### config.mk
export PLATFORM = sky130hd
export DESIGN_NAME = machine_input_filter
export DESIGN_NICKNAME = d
export VERILOG_FILES = /design/src/rtl/machine_input_filter.sv
export SDC_FILE = /design/constraint.sdc
export NUM_CORES = 1
export LEC_CHECK = 0
export ABC_AREA = 1
export CAP_MARGIN = 10
export CORE_UTILIZATION = 33
export CTS_CLUSTER_SIZE = 28
export DETAILED_ROUTE_END_ITERATION = 7
export PLACE_DENSITY_LB_ADDON = 0.05
export SLEW_MARGIN = 20
export SYNTH_ARGS = -nofsm -noshare
export SYNTH_HDL_FRONTEND = slang
export SYNTH_SLANG_ARGS = --single-unit
### constraint.sdc
create_clock -name CLK -period 1.3 [get_ports CLK]
set_input_delay 0.26 -clock CLK [delete_from_list [all_inputs] [get_ports CLK]]
set_output_delay 0.26 -clock CLK [all_outputs]
set_load 0.02 [all_outputs]
### src/rtl/machine_input_filter.sv
// rtl/machine_input_filter.sv - input conditioning for motor-error and fail-sensor lines
//
// Purpose: synchronise, debounce and optionally latch raw board fault lines
// before they reach the machine control logic.
//
// Ports:
//   CLK            in   system clock, rising edge
//   RSTn           in   asynchronous active-low reset
//   MOT_ERR_RAW    in   [N_MOT]  raw motor error pins, 1 = error, async to CLK
//   FAIL_SENS_RAWn in   [N_SENS] raw fail sensor pins, 0 = fail, async to CLK
//   ERR_CLR        in   single-cycle pulse clearing latched faults
//   MOT_ERR        out  [N_MOT]  conditioned motor errors, 1 = error
//   FAIL_SENSn     out  [N_SENS] conditioned fail sensors, 0 = fail
//   FAULT_ANY      out  registered OR of all conditioned faults
//   FAULT_NEW      out  one-cycle strobe when any output newly enters fault
module machine_input_filter #(
    parameter int N_MOT           = 5,
    parameter int N_SENS          = 3,
    parameter int DEBOUNCE_CYCLES = 16,
    parameter int STICKY          = 1
) (
    input  logic              CLK,
    input  logic              RSTn,
    input  logic [N_MOT-1:0]  MOT_ERR_RAW,
    input  logic [N_SENS-1:0] FAIL_SENS_RAWn,
    input  logic              ERR_CLR,
    output logic [N_MOT-1:0]  MOT_ERR,
    output logic [N_SENS-1:0] FAIL_SENSn,
    output logic              FAULT_ANY,
    output logic              FAULT_NEW
);

    localparam int N  = N_MOT + N_SENS;
    localparam int CW = $clog2(DEBOUNCE_CYCLES + 1);
    localparam logic [CW-1:0] CNT_LAST = CW'(DEBOUNCE_CYCLES - 1);

    // Every channel is handled in fault polarity (1 = fault) so that the
    // reset value 0 is the inactive level for motor and sensor lines alike.
    logic [N-1:0] raw_fault;
    assign raw_fault = {~FAIL_SENS_RAWn, MOT_ERR_RAW};

    logic [N-1:0]  sync1_q, sync1_d;
    logic [N-1:0]  sync2_q, sync2_d;
    logic [N-1:0]  deb_q, deb_d;
    logic [N-1:0]  lat_q, lat_d;
    logic [N-1:0]  out_q, out_d;
    logic [N-1:0]  out_prev_q, out_prev_d;
    logic [CW-1:0] cnt_q [N];
    logic [CW-1:0] cnt_d [N];
    logic          fault_any_q, fault_any_d;
    logic          fault_new_q, fault_new_d;

    always_comb begin
        sync1_d = raw_fault;
        sync2_d = sync1_q;

        deb_d = deb_q;
        for (int i = 0; i < N; i++) begin
            cnt_d[i] = '0;
            if (sync2_q[i] != deb_q[i]) begin
                // Toggle on the edge where the count has already seen
                // DEBOUNCE_CYCLES-1 differing samples and the input still differs.
                if (cnt_q[i] == CNT_LAST) begin
                    deb_d[i] = ~deb_q[i];
                end else begin
                    cnt_d[i] = cnt_q[i] + 1'b1;
                end
            end
        end

        // An active debounced level keeps setting the latch, so a set always
        // beats a simultaneous clear and a clear only affects idle channels.
        if (STICKY != 0) begin
            lat_d = deb_q | (lat_q & {N{~ERR_CLR}});
        end else begin
            lat_d = '0;
        end

        out_d       = deb_q | lat_q;
        out_prev_d  = out_q;
        fault_any_d = |out_q;
        fault_new_d = |(out_q & ~out_prev_q);
    end

    always_ff @(posedge CLK or negedge RSTn) begin
        if (!RSTn) begin
            sync1_q     <= '0;
            sync2_q     <= '0;
            deb_q       <= '0;
            lat_q       <= '0;
            out_q       <= '0;
            out_prev_q  <= '0;
            fault_any_q <= 1'b0;
            fault_new_q <= 1'b0;
            for (int i = 0; i < N; i++) begin
                cnt_q[i] <= '0;
            end
        end else begin
            sync1_q     <= sync1_d;
            sync2_q     <= sync2_d;
            deb_q       <= deb_d;
            lat_q       <= lat_d;
            out_q       <= out_d;
            out_prev_q  <= out_prev_d;
            fault_any_q <= fault_any_d;
            fault_new_q <= fault_new_d;
            for (int i = 0; i < N; i++) begin
                cnt_q[i] <= cnt_d[i];
            end
        end
    end

    assign MOT_ERR    = out_q[N_MOT-1:0];
    assign FAIL_SENSn = ~out_q[N-1:N_MOT];
    assign FAULT_ANY  = fault_any_q;
    assign FAULT_NEW  = fault_new_q;

endmodule

== Yosys cells after proc, flatten, opt, wreduce, memory -nomap -nowiden ==
Index checks and enable logic that the tools add are counted.
Word-level totals
  output and inout port bits: 10
  logic and storage cells: 89
  input bits: 11
  bits in read-only memories: 0
  register bits: 90
  bits in latches: 0
  memories kept: 0
  memory bits (writable): 0
Cells by class
  div/mod/pow operators: 0
  order comparisons: 0
  shift-type cells: 0
  reductions and logical operators: 10
  bitwise logic cells: 16
  equality and inequality tests: 16
  $mul: 0
  mux-type cells: 16
  add/sub/neg operators: 8
Operators by type and width (number)
  5-bit two-way mux: 16
  5-bit by 1-bit adder with 5-bit output, second input constant: 8
  5-bit by 4-bit equality test with 1-bit output, second input constant: 8
  8-bit AND: 2
  8-bit OR: 2
  2-bit AND reduction: 8
  8-bit OR reduction: 2
  1-bit NOT: 9
  1-bit inequality test: 8
  8-bit NOT: 1
  3-bit NOT: 2

== Longest topological paths before layout ==
Gate-level depths: netlist of the first run.
  depth after elaboration: 3
  mapped depth: 5

== Worst setup path before layout of the first run ==
Ideal clock, no wire load.
  path type: reg-to-reg
  start point: register cnt_q[30] (netlist name)
  end point: register deb_q[1]
  stages on the path, launching flop included: 6
  required time: 1.184 ns
  arrival: 0.835 ns
  slack: 0.348 ns
  period minus slack after synthesis: 0.952 ns
  buffers on the path: 0
  path through: dfrtp_1 -> ha_1 -> nand3_1 -> nor2_1 -> nand2_1 -> nand2_1
On the way
  longest elaborated chain between the ends: 2
Ends and longest elaborated chain
  start, declared: line 48  | logic [CW-1:0] cnt_q [N];
  start signal, assigned by index: line 108  | cnt_q[i] <= cnt_d[i];
  5-bit by 4-bit equality test with 1-bit output: line 63  | if (cnt_q[i] == CNT_LAST) begin
  2-bit AND reduction (no line)
  end signal, assigned: line 89  | deb_q <= '0;
  end signal, assigned: line 101  | deb_q <= deb_d;
  end, declared: line 44  | logic [N-1:0] deb_q, deb_d;
Every way passes these cells.
A chain may end at the register's enable or synchronous reset.

== Final worst setup path of the first run ==
  start point: register out_q[0], in the netlist out_prev_d[0]
  end point: output port MOT_ERR[0]
RTL lines
  start, declared: line 46  | logic [N-1:0] out_q, out_d;
  start signal, assigned: line 103  | out_q <= out_d;
  end, declared: line 27  | output logic [N_MOT-1:0] MOT_ERR,
No word-level cell between the ends.

==> results of run 1 <==
cells in the mapped netlist (all sizes together):
library cell    n
xnor2           8
nand2         102
nand4          16
dfrtp          90
nor2           50
ha              8
inv            70
buf             5
nand3          16
nor3            2
o21ai           9
worst min-delay path by stage:
stage / to / slack (ns) / depth (start not counted)
final: sync1_q[0]$_DFF_PN0_ / 0.34 / 1
after global routing: sync1_q[3]$_DFF_PN0_ / 0.32 / 1
after global placement: cnt_q[3]$_DFF_PN0_ / 0.22 / 1
after floorplan: FAULT_ANY$_DFF_PN0_ / -0.04 / 0
after CTS: sync1_q[0]$_DFF_PN0_ / 0.32 / 1
after detailed placement: cnt_q[3]$_DFF_PN0_ / 0.23 / 1
where the power goes:
part,switching (mW),internal [mW]
sequential,0.0755,2.89
combinational,0.158,0.129
clock,0.954,1.14
total,1.19,4.15
kinds of logic (layout without fill, tap and decap cells):
| family | count (synthesis) | count (layout) | share of synthesized area (%) |
|---|---|---|---|
| xor+xnor | 8 | 8 | 1.99 |
| flops | 90 | 90 | 63.8 |
| buf+inv | 75 | 121 | 8.51 |
| simple gates | 186 | 186 | 21.6 |
| compound gates | 9 | 9 | 1.28 |
| fa+ha+maj | 8 | 8 | 2.84 |
layout make-up:
class,count,area [um^2]
Clock buffer,12,145
Clock inverter,4,75.1
Fill cell,1023,6120
Inverter,70,263
Multi-Input combinational cell,211,976
Sequential cell,90,2250
Tap cell,136,170
Timing Repair Buffer,35,323
repair_timing:
action	CTS	global route
hold buffers	1	0
buffers inserted	0	0
setup endpoints to repair	10	2
gates resized for setup	30	2
hold endpoints to repair	23	0
per-layer routing:
layer,vias up,GRT usage [%]
met1,1040,15.2
met2,28,18.4
met5,-,0
met3,9,2.41
met4,0,6.34
li1,1213,-
flip-flops by register name, indices dropped and copies added, names as in the netlist:
register    count
sync1_q         8
lat_q           8
cnt_q          40
deb_q           8
FAULT_NEW       1
FAULT_ANY       1
out_prev_q      8
out_prev_d      8
sync2_q         8
metrics by stage:
stage | hold slack, ns | total power [mW] | setup WS, ns | instances
after CTS | 0.316 | 5.45 | 0.00246 | 558
final | 0.342 | 5.34 | 0.0498 | 558
after floorplan | -0.0356 | 3.14 | 0.348 | 376
after detailed placement | 0.225 | 3.31 | 0.00905 | 541
after global placement | 0.223 | 3.31 | 0.0162 | 541
after global routing | 0.323 | 5.59 | 0.00488 | 558
==> load_flow_metrics.sql, run 1 <==
INSERT INTO impl_metrics (metric_group, metric, value, unit) VALUES
('clocking', 'h-tree-depth', '3', ''),
('final_layout', 'flow.area_growth_from_synthesis', '19.1', '%'),
('grt', 'grt_start_max_net_pins', '30', ''),
('setup_path', 'critPathCapture', 'MOT_ERR[0]', ''),
('clocking', 'numClockSinks', '90', ''),
('sta', 'min_clock_period_post_route', '1.25', 'ns'),
('setup_path', 'worstSetupStartpointType', 'register', ''),
('job', 'cap_violations', '0', ''),
('floorplanning', 'die_height', '105', 'um'),
('setup_path', 'setup.worst_path.start', 'out_prev_d[0]$_DFF_PN0_', ''),
('sta', 'timing.final.hold_violations', '0', ''),
('final_layout', 'layout_commonest_cell', 'nand2_1', ''),
('clocking', 'cts_buffers', '9', ''),
('final_layout', 'post_route_cells_drive_above_1_share', '8.77', '%'),
('route', 'wl_met3', '194', 'um'),
('floorplanning', 'die_area', '11100', 'um^2'),
('sta', 'max_slew_margin', '73.1', '%'),
('synth', 'synth.ff_latch_count', '90', ''),
('place', 'place_congestion', '0.687', ''),
('grt', 'wire_length_of_the_first_global_routing_pass', '10200', 'um'),
('synth', 'synth-warning-count', '0', ''),
('synth', 'synth_area', '3530', 'um^2'),
('route', 'vias_per_std_cell', '4.10', ''),
('setup_path', 'worstPathCellList', 'clkdlybuf4s15_2', ''),
('floorplanning', 'core-area', '10300', 'um^2'),
('floorplanning', 'starting_utilization_of_the_core_area', '34.2', '%'),
('floorplanning', 'boundaryPins', '21', ''),
('sta', 'timing.final.max_slew_violations', '0', ''),
('final_layout', 'stdcell_area', '4200', 'um^2'),
('route', 'wl_met1', '2850', 'um'),
('synth', 'post-synth-top-area-fraction', '63.8', '%'),
('setup_path', 'crit_path_end_kind', 'output port', ''),
('grt', 'overall_track_demand_over_capacity_in_global_routing', '11.7', '%'),
('power', 'vdd_ir_drop_max', '0.000498', 'V'),
('route', 'dr.max_layer_used', 'met4', ''),
('setup_path', 'cp.buffers_inverters', '1', ''),
('setup_path', 'slowest_delay', '0.39', 'ns'),
('power', 'power_per_cell_area', '1270', 'nW/um^2'),
('place', 'hpwl', '3980', 'um'),
('route', 'route.met2.wl', '2510', 'um'),
('route', 'detail_route.drc_violations', '0', ''),
('min_path', 'worst_hold_path_type', 'input pin to register', ''),
('setup_path', 'cp_data_required_time', '1.04', 'ns'),
('synth', 'synth_cells', '376', ''),
('clocking', 'ctsLongestPathBuffers', '2', ''),
('sta', 'finalSetupTns', '0', 'ns'),
('route', 'drt-initial-drc-count', '93', ''),
('sta', 'achievable_clock_frequency', '800', 'MHz'),
('route', 'vias', '2290', ''),
('final_layout', 'antenna-diode-count', '0', ''),
('clocking', 'tritoncts', 'done', ''),
('setup_path', 'timing.critical_path.depth', '1', ''),
('setup_path', 'path_delay_family', 'flip-flops', ''),
('route', 'routed_wirelength', '5650', 'um'),
('place', 'placedInstanceArea', '4000', 'um^2'),
('setup_path', 'critPathSlowestCell', 'dfrtp_1', ''),
('setup_path', 'arrival', '0.99', 'ns'),
('setup_path', 'regToRegSetupSlack', '0.22', 'ns'),
('sta', 'skew', '0.0132', 'ns'),
('setup_path', 'critPathMaxFanout', '2', ''),
('final_layout', 'nets', '436', ''),
('route', 'ant_nets', '0', ''),
('setup_path', 'reg2regPathDepth', '4', ''),
('place', 'port-buffer-count', '20', ''),
('synth', 'netlist.top_cell.by_area', 'dfrtp_1', ''),
('min_path', 'holdCritStartpoint', 'MOT_ERR_RAW[0]', ''),
('synth', 'synth_cell_type_count', '11', ''),
('floorplanning', 'die_width', '105', 'um'),
('final_layout', 'final_cell_mix', '102 x nand2_1, 90 x dfrtp_1, 70 x inv_1', ''),
('setup_path', 'worst_r2r_endpoint', 'cnt_q[36]$_DFF_PN0_', ''),
('outcome', 'outcome', 'complete, no violations', '');
Power figures use the tool's default switching activity.
==> run 2: changes to the inputs <==
- PLACE_DENSITY: not set -> 0.48
- PLACE_DENSITY_LB_ADDON: 0.05 -> not set
==> run 2 against run 1 <==
Total power decreased by 4.0%. Utilization fell by 0.51 points. Fmax grew 0.86%. Register-to-register slack hardly changed. Sequential power about the same. Sequential cell count did not move. Non-clock buffer count decreased by 3. Global-route usage down 0.10 points. Clock-buffer cell count rose by 2. Wire length fell by 3.0%. Die area stayed put.
==> load_flow_metrics.sql, run 2 (same netlist as run 1, synthesis figures left out) <==
INSERT INTO impl_metrics (metric_group, metric, value, unit) VALUES
('outcome', 'outcome', 'complete, no violations', ''),
('setup_path', 'slowest_delay', '0.38', 'ns'),
('grt', 'overall_track_demand_over_capacity_in_global_routing', '11.6', '%'),
('final_layout', 'nets', '433', ''),
('route', 'drt-initial-drc-count', '57', ''),
('final_layout', 'layout_commonest_cell', 'nand2_1', ''),
('clocking', 'cts_buffers', '9', ''),
('final_layout', 'fillerInstances', '1037', ''),
('route', 'dr.pass1.iters', '4', ''),
('sta', 'final.hold.worst_slack', '0.301', 'ns'),
('setup_path', 'cp_data_required_time', '1.04', 'ns'),
('floorplanning', 'die_height', '105', 'um'),
('sta', 'min_period_over_period', '95.3', '%'),
('sta', 'achievable_clock_frequency', '807', 'MHz'),
('setup_path', 'setup.worst_path.start', 'out_prev_d[3]$_DFF_PN0_', ''),
('grt', 'number_of_antenna_violations_at_the_first_check_in_global_routing', '0', ''),
('clocking', 'clk_latency', '0.35', 'ns'),
('place', 'port-buffer-count', '20', ''),
('min_path', 'worst_hold_path_type', 'input pin to asynchronous set/reset pin', ''),
('grt', 'grt_start_max_net_pins', '34', ''),
('sta', 'worstMarginPinSlew', '0.265', 'ns'),
('final_layout', 'utilization', '40.2', '%'),
('sta', 'skew', '0.00379', 'ns'),
('grt', 'number_of_global_route_vias_before_repair', '2255', ''),
('final_layout', 'antenna-diode-count', '0', ''),
('sta', 'unrepaired_setup_endpoints_after_global_routing', 'false', ''),
('route', 'vias', '2281', ''),
('clocking', 'cts_root_buffer', 'clkbuf_8', ''),
('setup_path', 'reg2regPathDepth', '4', ''),
('power', 'power_per_cell_area', '1230', 'nW/um^2'),
('grt', 'wire_length_of_the_first_global_routing_pass', '9920', 'um'),
('final_layout', 'seqCellArea', '2250', 'um^2'),
('setup_path', 'worstReg2RegStart', 'cnt_q[10]$_DFF_PN0_', ''),
('final_layout', 'flow.area_growth_from_synthesis', '17.7', '%'),
('floorplanning', 'die_width', '105', 'um'),
('sta', 'setup-violations-final', '0', ''),
('setup_path', 'timing.critical_path.depth', '1', ''),
('final_layout', 'multi_input_comb_area', '976', 'um^2'),
('route', 'detail_route.drc_violations', '0', ''),
('route', 'routed_wirelength', '5480', 'um'),
('floorplanning', 'core-area', '10300', 'um^2'),
('route', 'ant_nets', '0', ''),
('floorplanning', 'boundaryPins', '21', ''),
('setup_path', 'regToRegSetupSlack', '0.23', 'ns'),
('final_layout', 'largest_register_ff_count', '40', ''),
('setup_path', 'arrival', '0.98', 'ns'),
('setup_path', 'worst-setup-path-type', 'register to output port', ''),
('setup_path', 'critPathSlowestCell', 'dfrtp_1', ''),
('floorplanning', 'die_area', '11100', 'um^2'),
('setup_path', 'worstSetupStartpointType', 'register', ''),
('setup_path', 'worstPathCellList', 'clkdlybuf4s15_2', ''),
('setup_path', 'critPathCapture', 'MOT_ERR[3]', ''),
('place', 'hpwl', '3950', 'um'),
('grt', 'grt-ovfl-total', '0', ''),
('sta', 'timing.final.hold_violations', '0', ''),
('setup_path', 'crit_path_end_kind', 'output port', ''),
('route', 'vias_per_std_cell', '4.11', ''),
('final_layout', 'post_route_cells_drive_above_1_share', '8.35', '%'),
('clocking', 'numClockSinks', '90', ''),
('setup_path', 'cp.buffers_inverters', '1', ''),
('final_layout', 'regMostFlops', 'cnt_q', ''),
('final_layout', 'final_cell_mix', '102 x nand2_1, 90 x dfrtp_1, 70 x inv_1', ''),
('job', 'cap_violations', '0', ''),
('power', 'leakage', '2.16', 'nW'),
('clocking', 'ctsLongestPathBuffers', '2', ''),
('setup_path', 'path_delay_family', 'flip-flops', ''),
('sta', 'timing.final.max_slew_violations', '0', ''),
('floorplanning', 'fp-row-count', '37', ''),
('place', 'place_congestion', '0.701', ''),
('sta', 'finalSetupTns', '0', 'ns'),
('clocking', 'tritoncts', 'done', ''),
('sta', 'max_slew_margin', '82.2', '%'),
('power', 'vdd_ir_drop_max', '0.000487', 'V'),
('sta', 'min_clock_period_post_route', '1.24', 'ns'),
('route', 'post_drt_wl_per_cell', '9.88', 'um'),
('setup_path', 'worst_r2r_endpoint', 'cnt_q[13]$_DFF_PN0_', ''),
('floorplanning', 'starting_utilization_of_the_core_area', '34.2', '%'),
('clocking', 'h-tree-depth', '3', ''),
('setup_path', 'critPathMaxFanout', '2', ''),
('clocking', 'clk_pin_slew_worst_paths', '0.08', 'ns');
run 2: cell count changes in the layout (fill, tap and decap cells not counted):
cell,change
clkbuf_1,+1
clkinvlp_4,-2
clkdlybuf4s15_1,-2
buf_4,-2
clkinv_2,+1
buf_2,+1
clkbuf_8,+1
bufinv_16,-1
run 2: routing by layer:
| layer | track usage [%] | wire, um |
|---|---|---|
| met5 | 0 | 0 |
| met4 | 4.53 | 86 |
| met3 | 4.82 | 210 |
| met2 | 18.6 | 2530 |
| met1 | 13.9 | 2660 |
run 2: worst min path at each step:
stage,to,startpoint,depth (start not counted)
3_3_place_gp,cnt_q[7]$_DFF_PN0_,RSTn,1
6_report,cnt_q[7]$_DFF_PN0_,RSTn,2
3_5_place_dp,cnt_q[7]$_DFF_PN0_,RSTn,1
5_1_grt,cnt_q[5]$_DFF_PN0_,RSTn,2
4_1_cts,cnt_q[7]$_DFF_PN0_,RSTn,2
2_1_floorplan,FAULT_ANY$_DFF_PN0_,RSTn,0
run 2: area by class of cell:
type	count	share of cell area (%)
flip-flops and latches	90	54.2
multi-input cells	211	23.5
repair buffers	32	7.05
inverters	70	6.33
well taps	136	4.10
clock buffers	14	3.92
clock inverters	2	0.844
run 2: worst register-to-register path: cells and delay by family (launching register included):
family / cells / cell delay [ns]
flip-flops: 1 / 0.41
AND/OR/NAND/NOR: 3 / 0.34
adder cells (fa/ha/maj): 1 / 0.25
run 2: repair_timing:
item,in CTS,in global routing
endpoints found under the hold margin,12,0
buffers inserted,0,0
hold buffers,1,0
gates resized for setup,32,5
endpoints found under the setup margin,10,5
run 2: power breakdown:
| group | switching (mW) | internal, mW |
|---|---|---|
| Sequential | 0.0751 | 2.89 |
| Clock | 0.895 | 0.994 |
| Combinational | 0.154 | 0.122 |
run 2: metrics by stage:
stage	instance area [um^2]	setup WS [ns]	total power [mW]	std cells
floorplan	3530	0.348	3.14	376
global placement	3980	0.0254	3.30	538
detailed placement	3980	0.0107	3.30	538
CTS	4170	0.0156	5.24	555
global route	4150	0.00201	5.42	555
finish	4150	0.0605	5.13	555
==> run 3: changes to the inputs <==
- PLACE_DENSITY: 0.48 -> not set
- SETUP_SLACK_MARGIN: not set -> 0.3
==> run 3 against run 2 <==
Clock power fell by 12%. Total power down 2.1%. Register-to-register slack about the same. Wire length rose by 13%. Clock skew rose by 0.0063 ns. Cell area up 8.0%. Die area did not move. Fmax grew 6.3%. Sequential share of layout area is 4.0 points lower. Global-route usage up 0.56 points. Highest routed layer unchanged.
==> load_flow_metrics.sql, run 3 (same netlist as run 1, synthesis figures left out) <==
INSERT INTO impl_metrics (metric_group, metric, value, unit) VALUES
('route', 'wl_met1', '2860', 'um'),
('floorplanning', 'die_width', '105', 'um'),
('grt', 'grt-ovfl-total', '0', ''),
('sta', 'final.hold.worst_slack', '0.321', 'ns'),
('sta', 'timing.final.max_slew_violations', '0', ''),
('sta', 'min_clock_period_post_route', '1.17', 'ns'),
('grt', 'number_of_antenna_violations_at_the_first_check_in_global_routing', '0', ''),
('route', 'post_drt_wl_per_cell', '10.7', 'um'),
('floorplanning', 'boundaryPins', '21', ''),
('power', 'power_per_cell_area', '1120', 'nW/um^2'),
('min_path', 'worst_hold_path_type', 'input pin to asynchronous set/reset pin', ''),
('outcome', 'outcome', 'complete, no violations', ''),
('setup_path', 'critPathMaxFanout', '2', ''),
('grt', 'overall_track_demand_over_capacity_in_global_routing', '12.2', '%'),
('place', 'place_congestion', '0.740', ''),
('setup_path', 'critPathSlowestCell', 'dfrtp_1', ''),
('sta', 'min_period_over_period', '89.7', '%'),
('final_layout', 'seqCellArea', '2250', 'um^2'),
('place', 'detailedPlace.worstSlack', '0.00915', 'ns'),
('final_layout', 'stdcell_area', '4490', 'um^2'),
('floorplanning', 'starting_utilization_of_the_core_area', '34.2', '%'),
('grt', 'grt_start_max_net_pins', '37', ''),
('clocking', 'h-tree-depth', '3', ''),
('clocking', 'tritoncts', 'done', ''),
('final_layout', 'final_cell_mix', '96 x nand2_1, 90 x dfrtp_1, 66 x inv_1', ''),
('sta', 'timing.final.hold_violations', '0', ''),
('sta', 'worstMarginPinSlew', '0.310', 'ns'),
('route', 'detail_route.drc_violations', '0', ''),
('sta', 'finalSetupTns', '0', 'ns'),
('final_layout', 'multi_input_comb_area', '1130', 'um^2'),
('floorplanning', 'die_height', '105', 'um'),
('route', 'vias_per_std_cell', '4.30', ''),
('route', 'dr.max_layer_used', 'met4', ''),
('clocking', 'cts_buffers', '9', ''),
('final_layout', 'flow.area_growth_from_synthesis', '27.1', '%'),
('sta', 'max_slew_margin', '79.3', '%'),
('route', 'routed_wirelength', '6170', 'um'),
('sta', 'unrepaired_setup_endpoints_after_global_routing', 'true', ''),
('clocking', 'clk_latency', '0.34', 'ns'),
('place', 'placedInstanceArea', '3970', 'um^2'),
('final_layout', 'post_route_cells_drive_above_1_share', '20.4', '%'),
('power', 'leakage', '2.26', 'nW'),
('clocking', 'clk_pin_slew_worst_paths', '0.08', 'ns'),
('job', 'cap_violations', '0', ''),
('setup_path', 'slowest_delay', '0.40', 'ns'),
('grt', 'number_of_global_route_vias_before_repair', '2458', ''),
('sta', 'achievable_clock_frequency', '858', 'MHz'),
('final_layout', 'nets', '456', ''),
('route', 'wl_met3', '161', 'um'),
('setup_path', 'cp_data_required_time', '1.04', 'ns'),
('final_layout', 'layout_commonest_cell', 'nand2_1', ''),
('floorplanning', 'fp-row-count', '37', ''),
('setup_path', 'arrival', '0.91', 'ns'),
('route', 'route.met2.wl', '3100', 'um'),
('grt', 'wire_length_of_the_first_global_routing_pass', '10600', 'um'),
('floorplanning', 'die_area', '11100', 'um^2'),
('final_layout', 'largest_register_ff_count', '40', ''),
('route', 'vias', '2480', ''),
('setup_path', 'crit_path_end_kind', 'output port', ''),
('clocking', 'cts_root_buffer', 'clkbuf_8', ''),
('final_layout', 'regMostFlops', 'cnt_q', ''),
('setup_path', 'cp.buffers_inverters', '2', ''),
('power', 'vdd_ir_drop_max', '0.000433', 'V'),
('route', 'ant_nets', '0', ''),
('setup_path', 'path_delay_family', 'flip-flops', ''),
('setup_path', 'worstSetupStartpointType', 'register', ''),
('clocking', 'ctsLongestPathBuffers', '2', ''),
('place', 'hpwl', '4160', 'um'),
('final_layout', 'antenna-diode-count', '0', ''),
('route', 'drt-initial-drc-count', '76', ''),
('place', 'port-buffer-count', '20', ''),
('final_layout', 'layoutNonFillerInstCount', '577', ''),
('power', 'report.power.total', '5.02', 'mW'),
('sta', 'setup-violations-final', '0', ''),
('final_layout', 'fillerInstances', '993', ''),
('final_layout', 'utilization', '43.4', '%'),
('sta', 'postLayoutSetupSlackWorst', '0.134', 'ns'),
('setup_path', 'worst-setup-path-type', 'register to output port', ''),
('floorplanning', 'core-area', '10300', 'um^2'),
('setup_path', 'worstPathCellList', 'inv_2 -> buf_6', ''),
('clocking', 'numClockSinks', '90', ''),
('route', 'dr.pass1.iters', '5', ''),
('sta', 'skew', '0.0101', 'ns'),
('place', 'placedCellCount', '538', '');
==> run 3: changes by cell type in the layout (fill, tap and decap cells not counted), moves of 5 or more <==
cell	previous run	this run
buf_2	5	0
ha_4	0	6
nand2_1	102	96
buf_6	0	10
ha_1	8	0
buf_4	10	33
nor2_1	50	42
nand3_1	16	11
nand2_2	0	6
nor2_2	0	8
==> run 3: worst reg2reg max path, stage by stage (launching register included) <==
cell and delay [ns]:
dfrtp_1 0.40, buf_4 0.14, buf_4 0.13, nand2_1 0.05, o21ai_1 0.05, nor2_1 0.12, nand2_1 0.06
==> run 3: final timing paths <==
check,start,to,slack [ns],depth (start not counted)
hold / removal,RSTn,sync1_q[2]$_DFF_PN0_,0.32,2
min in group CLK,sync1_q[3]$_DFF_PN0_,sync2_q[3]$_DFF_PN0_,0.35,0
max in group asynchronous,RSTn,cnt_q[31]$_DFF_PN0_,0.52,3
hold reg to reg,sync1_q[3]$_DFF_PN0_,sync2_q[3]$_DFF_PN0_,0.35,0
setup / recovery,out_prev_d[5]$_DFF_PN0_,FAIL_SENSn[0],0.13,2
setup reg to reg,out_prev_d[5]$_DFF_PN0_,FAULT_NEW$_DFF_PN0_,0.24,6
==> run 3: layout make-up <==
class | instances | share of cell area (%)
tap | 136 | 3.79
clock buffer | 13 | 3.54
multi-input combinational | 211 | 25.2
inverter | 70 | 5.86
clock inverter | 2 | 0.279
sequential | 90 | 50.2
timing repair buffer | 55 | 11.2
==> run 3: where the power goes <==
| part | internal (mW) | switching [mW] | total [mW] |
|---|---|---|---|
| registers | 2.89 | 0.0897 | 2.98 |
| clock network | 0.788 | 0.874 | 1.66 |
| logic | 0.192 | 0.191 | 0.383 |
==> run 3: layer usage <==
metal | global-route usage, % | vias to the layer above
li1 | - | 1252
met1 | 14.9 | 1195
met2 | 20.5 | 27
met3 | 3.22 | 6
met4 | 4.83 | 0
met5 | 0 | -
==> run 3: what timing repair did <==
action	in CTS	in global routing
pin swaps	1	29
hold buffers	1	0
endpoints found under the hold margin	13	0
gates resized for setup	72	28
gates cloned	0	0
endpoints found under the setup margin	41	45
buffers inserted	18	5
